`config.mk`:
```
export PLATFORM = sky130hd
export DESIGN_NAME = rtc_snapshot_reader
export DESIGN_NICKNAME = d
export VERILOG_FILES = /design/src/rtl/rtc_pkg.sv /design/src/rtl/rtc_snapshot_reader.sv
export SDC_FILE = /design/constraint.sdc
export NUM_CORES = 1
export LEC_CHECK = 0
export CAP_MARGIN = 20
export CORE_MARGIN = 1.5
export CORE_UTILIZATION = 40
export CTS_BUF_LIST = sky130_fd_sc_hd__clkbuf_2
export DETAILED_ROUTE_END_ITERATION = 8
export PLACE_DENSITY = 0.7
export SLEW_MARGIN = 0
export SYNTH_ARGS = -nofsm -noshare
export SYNTH_HDL_FRONTEND = slang
export SYNTH_SLANG_ARGS = --single-unit
```
`constraint.sdc`:
```
create_clock -name clk -period 1.8 [get_ports clk]
set_input_delay 0.36 -clock clk [delete_from_list [all_inputs] [get_ports clk]]
set_output_delay 0.36 -clock clk [all_outputs]
set_load 0.02 [all_outputs]
```
`src/rtl/rtc_pkg.sv`:
```
// Shared definitions for the real-time counter peripheral and its snapshot reader:
// register map, read-sequence states and small address helpers.
package rtc_pkg;

    typedef enum logic [2:0] {
        S_IDLE    = 3'd0,
        S_ARB     = 3'd1,
        S_RD_CTRL = 3'd2,
        S_RD_LO   = 3'd3,
        S_RD_MID  = 3'd4,
        S_RD_HI   = 3'd5,
        S_RD_CHK  = 3'd6,
        S_DONE    = 3'd7
    } rtc_state_e;

    localparam logic [23:0] RTC_CTRL_ADDR = 24'h002008;
    localparam logic [23:0] RTC_SEC0      = 24'h000001;
    localparam logic [23:0] RTC_SEC1      = 24'h000002;
    localparam logic [23:0] RTC_SEC2      = 24'h000003;
    localparam int          READ_PHASES   = 2;

    function automatic logic rtc_is_read(input rtc_state_e st);
        case (st)
            S_RD_CTRL, S_RD_LO, S_RD_MID, S_RD_HI, S_RD_CHK: rtc_is_read = 1'b1;
            default:                                         rtc_is_read = 1'b0;
        endcase
    endfunction

    // The check read revisits the low seconds byte.
    function automatic logic [23:0] rtc_read_offset(input rtc_state_e st);
        case (st)
            S_RD_LO, S_RD_CHK: rtc_read_offset = RTC_SEC0;
            S_RD_MID:          rtc_read_offset = RTC_SEC1;
            S_RD_HI:           rtc_read_offset = RTC_SEC2;
            default:           rtc_read_offset = 24'h000000;
        endcase
    endfunction

endpackage

```
`src/rtl/rtc_snapshot_reader.sv`:
```
// Bus initiator that reads the RTC control and seconds bytes and returns a
// tear-free 24-bit seconds snapshot, re-reading when the low byte moves.
module rtc_snapshot_reader
    import rtc_pkg::*;
#(
    parameter logic [23:0] BASE_ADDR = RTC_CTRL_ADDR,
    parameter int unsigned MAX_RETRY = 3
) (
    input  logic        clk,
    input  logic        reset_n,
    input  logic        clk_ce,
    input  logic        snap_req,
    output logic        snap_valid,
    output logic        snap_error,
    output logic        snap_enabled,
    output logic [23:0] snap_time,
    output logic        bus_request,
    input  logic        bus_grant,
    output logic [23:0] bus_address_out,
    output logic        bus_read,
    input  logic [7:0]  bus_data_in
);

    localparam logic [1:0] RETRY_LIMIT = 2'(MAX_RETRY);
    localparam logic       PHASE_LAST  = 1'(READ_PHASES - 1);

    rtc_state_e  state_q, state_d;
    logic        phase_q, phase_d;
    logic [1:0]  retry_q, retry_d;
    logic [7:0]  lo_q, lo_d, mid_q, mid_d, hi_q, hi_d;
    logic        en_sh_q, en_sh_d;
    logic [23:0] snap_time_q, snap_time_d;
    logic        snap_en_q, snap_en_d;
    logic        snap_valid_q, snap_valid_d;
    logic        snap_error_q, snap_error_d;
    logic        bus_req_q, bus_req_d;
    logic        bus_rd_q, bus_rd_d;
    logic [23:0] bus_addr_q, bus_addr_d;

    // Next-state, shadow capture and registered-output decode.
    always_comb begin
        state_d      = state_q;
        phase_d      = phase_q;
        retry_d      = retry_q;
        lo_d         = lo_q;
        mid_d        = mid_q;
        hi_d         = hi_q;
        en_sh_d      = en_sh_q;
        snap_valid_d = 1'b0;
        snap_error_d = 1'b0;

        case (state_q)
            S_IDLE: begin
                if (snap_req) begin
                    state_d = S_ARB;
                    retry_d = 2'd0;
                end else begin
                    state_d = S_IDLE;
                end
            end
            S_ARB: begin
                if (bus_grant) begin
                    state_d = S_RD_CTRL;
                    phase_d = 1'b0;
                end else begin
                    state_d = S_ARB;
                end
            end
            S_RD_CTRL, S_RD_LO, S_RD_MID, S_RD_HI, S_RD_CHK: begin
                // Losing the bus discards the sequence; it restarts at control.
                if (!bus_grant) begin
                    state_d = S_ARB;
                    phase_d = 1'b0;
                end else if (phase_q != PHASE_LAST) begin
                    phase_d = phase_q + 1'b1;
                end else begin
                    phase_d = 1'b0;
                    case (state_q)
                        S_RD_CTRL: begin
                            en_sh_d = bus_data_in[0];
                            state_d = S_RD_LO;
                        end
                        S_RD_LO: begin
                            lo_d    = bus_data_in;
                            state_d = S_RD_MID;
                        end
                        S_RD_MID: begin
                            mid_d   = bus_data_in;
                            state_d = S_RD_HI;
                        end
                        S_RD_HI: begin
                            hi_d    = bus_data_in;
                            state_d = S_RD_CHK;
                        end
                        S_RD_CHK: begin
                            if (bus_data_in == lo_q) begin
                                state_d      = S_DONE;
                                snap_valid_d = 1'b1;
                            end else if (retry_q != RETRY_LIMIT) begin
                                retry_d = retry_q + 2'd1;
                                state_d = S_RD_LO;
                            end else begin
                                state_d      = S_DONE;
                                snap_valid_d = 1'b1;
                                snap_error_d = 1'b1;
                            end
                        end
                        default: state_d = S_IDLE;
                    endcase
                end
            end
            S_DONE:  state_d = S_IDLE;
            default: state_d = S_IDLE;
        endcase

        if (snap_valid_d) begin
            snap_time_d = {hi_q, mid_q, lo_q};
            snap_en_d   = en_sh_q;
        end else begin
            snap_time_d = snap_time_q;
            snap_en_d   = snap_en_q;
        end

        bus_req_d  = (state_d != S_IDLE) && (state_d != S_DONE);
        bus_rd_d   = rtc_is_read(state_d);
        bus_addr_d = bus_rd_d ? (BASE_ADDR + rtc_read_offset(state_d)) : 24'h000000;
    end

    // State and output registers; everything advances only on clock-enable.
    always_ff @(posedge clk or negedge reset_n) begin
        if (!reset_n) begin
            state_q      <= S_IDLE;
            phase_q      <= 1'b0;
            retry_q      <= 2'd0;
            lo_q         <= 8'h00;
            mid_q        <= 8'h00;
            hi_q         <= 8'h00;
            en_sh_q      <= 1'b0;
            snap_time_q  <= 24'h000000;
            snap_en_q    <= 1'b0;
            snap_valid_q <= 1'b0;
            snap_error_q <= 1'b0;
            bus_req_q    <= 1'b0;
            bus_rd_q     <= 1'b0;
            bus_addr_q   <= 24'h000000;
        end else if (clk_ce) begin
            state_q      <= state_d;
            phase_q      <= phase_d;
            retry_q      <= retry_d;
            lo_q         <= lo_d;
            mid_q        <= mid_d;
            hi_q         <= hi_d;
            en_sh_q      <= en_sh_d;
            snap_time_q  <= snap_time_d;
            snap_en_q    <= snap_en_d;
            snap_valid_q <= snap_valid_d;
            snap_error_q <= snap_error_d;
            bus_req_q    <= bus_req_d;
            bus_rd_q     <= bus_rd_d;
            bus_addr_q   <= bus_addr_d;
        end
    end

    assign snap_valid      = snap_valid_q;
    assign snap_error      = snap_error_q;
    assign snap_enabled    = snap_en_q;
    assign snap_time       = snap_time_q;
    assign bus_request     = bus_req_q;
    assign bus_read        = bus_rd_q;
    assign bus_address_out = bus_addr_q;

endmodule

```
==> metrics.csv <==
metric,value,unit
# port buffers,45,
MaxCap Viol Count,0,
Synth Area in Compound Gates,0.0773,
gpl congestion,0.896,
die width,90.2,um
critical path's slowest cell,dfrtp_1,
Initial Util,0.417,
top_reg_cell synth,dfrtp_1,
fin crit period,1.74,ns
die height,90.2,um
CTS buffer count,9,
die footprint,0.00814,mm2
number of synthesis warnings,0,
R2R depth,6,
syn avg cell area,13.2,um2
final core occ,0.524,
gr ovfl total,0,
Remaining DRCs,0,
"Distinct cells, synth",46,
Worst-Skew Late Latency,0.46,ns
R2R Path Start,lo_q[7],
drt via density,4.77,
Design Power,0.00416,W
design area,0.00382,mm2
DRT Pass-1 Iters,4,
clk slew on worst S/H paths,0.18,ns
"flops & latches, synth",62,
FP Rows,31,
crit path from,lo_q[7],
worst hold-check path type,primary input to async pin,
Area Overhead vs Synth,25.5,%
crit path launch type,register,
leakage,1.95,nW
routed vias,1969,
layout cells sized above 1,0.376,
adder-cell share of the synthesized area,0.00411,
Post-Syn Instances,230,
achievable frequency,0.573,GHz
crit-path cells,xnor2_2 > nand4_2 > nor2_2 > o21a_2 > buf_12 > mux2_2,
Ant. Diodes,0,
Synth Area in Simple Gates,0.0712,
Critical Path AT,2.10,ns
H-tree lvl count,3,
fill cell count,638,
Sink Count,62,
final-report hold violation count,0,
CTS Buffer Depth,2,
Placed Instances,394,
Antenna Nets Post-Route,0,
CP endpoint,snap_enabled,
CTS tree,built,
initial antenna violation count,0,
"commonest non-fill, non-tap cells in the layout","61 x dfrtp_1, 33 x mux2_2, 33 x dlygate4sd2_1, 32 x buf_4, 20 x conb_1",
peak supply drop,541,uV
Routed WL per cell,14.6,um
flop2flop setup slack,0.06,ns
gr usage total,0.155,
FF-to-FF End,snap_enabled,
global-route wire length before repair,9950,um
post-synthesis xor/xnor area fraction,0.0259,
Synth async-reset ratio,1.00,
Final Cycle Share,0.969,
"slowest stage delay, CP",0.47,ns
vias in the first global route,1991,
status,finished clean,
DP HPWL,4350,um
unrepaired setup endpoints after global routing,yes,
root buf cell,clkbuf_2,
Post-DP Area,0.00371,mm2
area of the mapped netlist,0.00304,mm2
"critical path fanouts, max",14,
nets@finish,323,
final cell count without fillers,413,
core box area,0.00729,mm2
# IOs,66,
Post-Route WL,6030,um
Final setup viols,0,
post-synthesis mux area share,0.219,
drt first-iter violations,101,
Register Area,0.00155,mm2
Critical Path RT,2.15,ns
clock skew,0.0220,ns
Setup CP Type,register to register,
largest family of logic cells by synthesized area,multiplexers,
largest net degree at the start of global routing,63,
"most common cell after layout, fill and taps aside",dfrtp_1,
Max Slew Vio Count,0,
P per Cell Area,1090,mW/mm2
Multi-input gate area,0.00133,mm2
sequential share of the synthesized area,0.510,
CP Capture Type,register,
Post-synth EDFFs,0,
[power by group]
group	internal, W	switching (W)
Clock	0.000170	0.000484
Combinational	0.000773	0.000729
Sequential	0.00173	0.000272
[metrics by stage]
step                hold slack, ns  setup WS [ns]  TNS, ns
floorplan                   0.0644          0.139        0
global placement             0.400         -0.404   -14.55
detailed placement           0.398         -0.427   -14.50
CTS                          0.396         0.0298        0
global route                 0.391        -0.0188  -0.0363
finish                       0.411         0.0553        0
[cell families after synthesis]
logic type / count (synthesis)
fa+ha+maj: 1
flops: 62
compound gates: 32
simple gates: 34
xor+xnor: 9
other cells: 1
buf+inv: 38
mux: 53
[critical path, delay by kind of cell, from the launching register on]
family                    cells  cell delay (ns)
and+or+nand+nor               2             0.24
muxes                         1             0.34
DFF                           1             0.47
buffers and inverters         1             0.17
AOI/OAI and AO/OA             1             0.20
xor gates and xnor gates      1             0.20
[sequential cells by signal, summed over array words and instances (netlist names)]
register	cells
bus_address_out	3
phase_q	1
snap_valid	1
state_q	3
hi_q	8
mid_q	8
retry_q	2
snap_error	1
bus_request	1
lo_q	8
snap_enabled	1
snap_time	24
en_sh_q	1
[cell type report]
| cell class | instances | area share |
|---|---|---|
| Clock buffer | 10 | 0.0131 |
| Clock inverter | 6 | 0.00754 |
| Inverter | 6 | 0.00590 |
| Multi-Input combinational cell | 149 | 0.347 |
| Sequential cell | 62 | 0.407 |
| Tap cell | 99 | 0.0324 |
| Timing Repair Buffer | 81 | 0.187 |
[cell usage after synthesis (4+ instances only)]
library cell,n,area (um2)
mux2_4,19,285
o2bb2ai_1,5,43.8
inv_1,5,18.8
a21oi_1,4,20.0
mux2_2,33,372
o21ai_0,5,25.0
buf_4,23,173
nand2_1,10,37.5
xnor2_1,9,78.8
dfrtp_1,62,1550
nor2_1,6,22.5
buf_2,6,30.0
[timing repair]
action                     in CTS  in global routing
gates cloned                    0                  0
gates resized for setup        35                  6
setup buffers                   0                  2
pin swaps                       0                  7
hold buffers                    1                  0
hold endpoints to repair       62                  0
setup endpoints to repair      45                 28
[worst min path at each step]
stage	start	to	slack, ns	cells past startpoint
6_report	reset_n	bus_request	0.41	3
5_1_grt	reset_n	bus_request	0.39	3
4_1_cts	reset_n	bus_request	0.40	3
3_5_place_dp	reset_n	bus_request	0.40	2
3_3_place_gp	reset_n	bus_address_out[3]	0.40	2
2_1_floorplan	reset_n	bus_address_out[0]	0.06	0
[metal layers]
layer	share of wire	global-route usage	vias to the layer above
met2	0.48	0.232	60
met3	0.046	0.0372	8
met5	0	0	-
li1	-	-	928
met1	0.46	0.211	973
met4	0.014	0.0767	0
(Power assumes the default switching activity.)
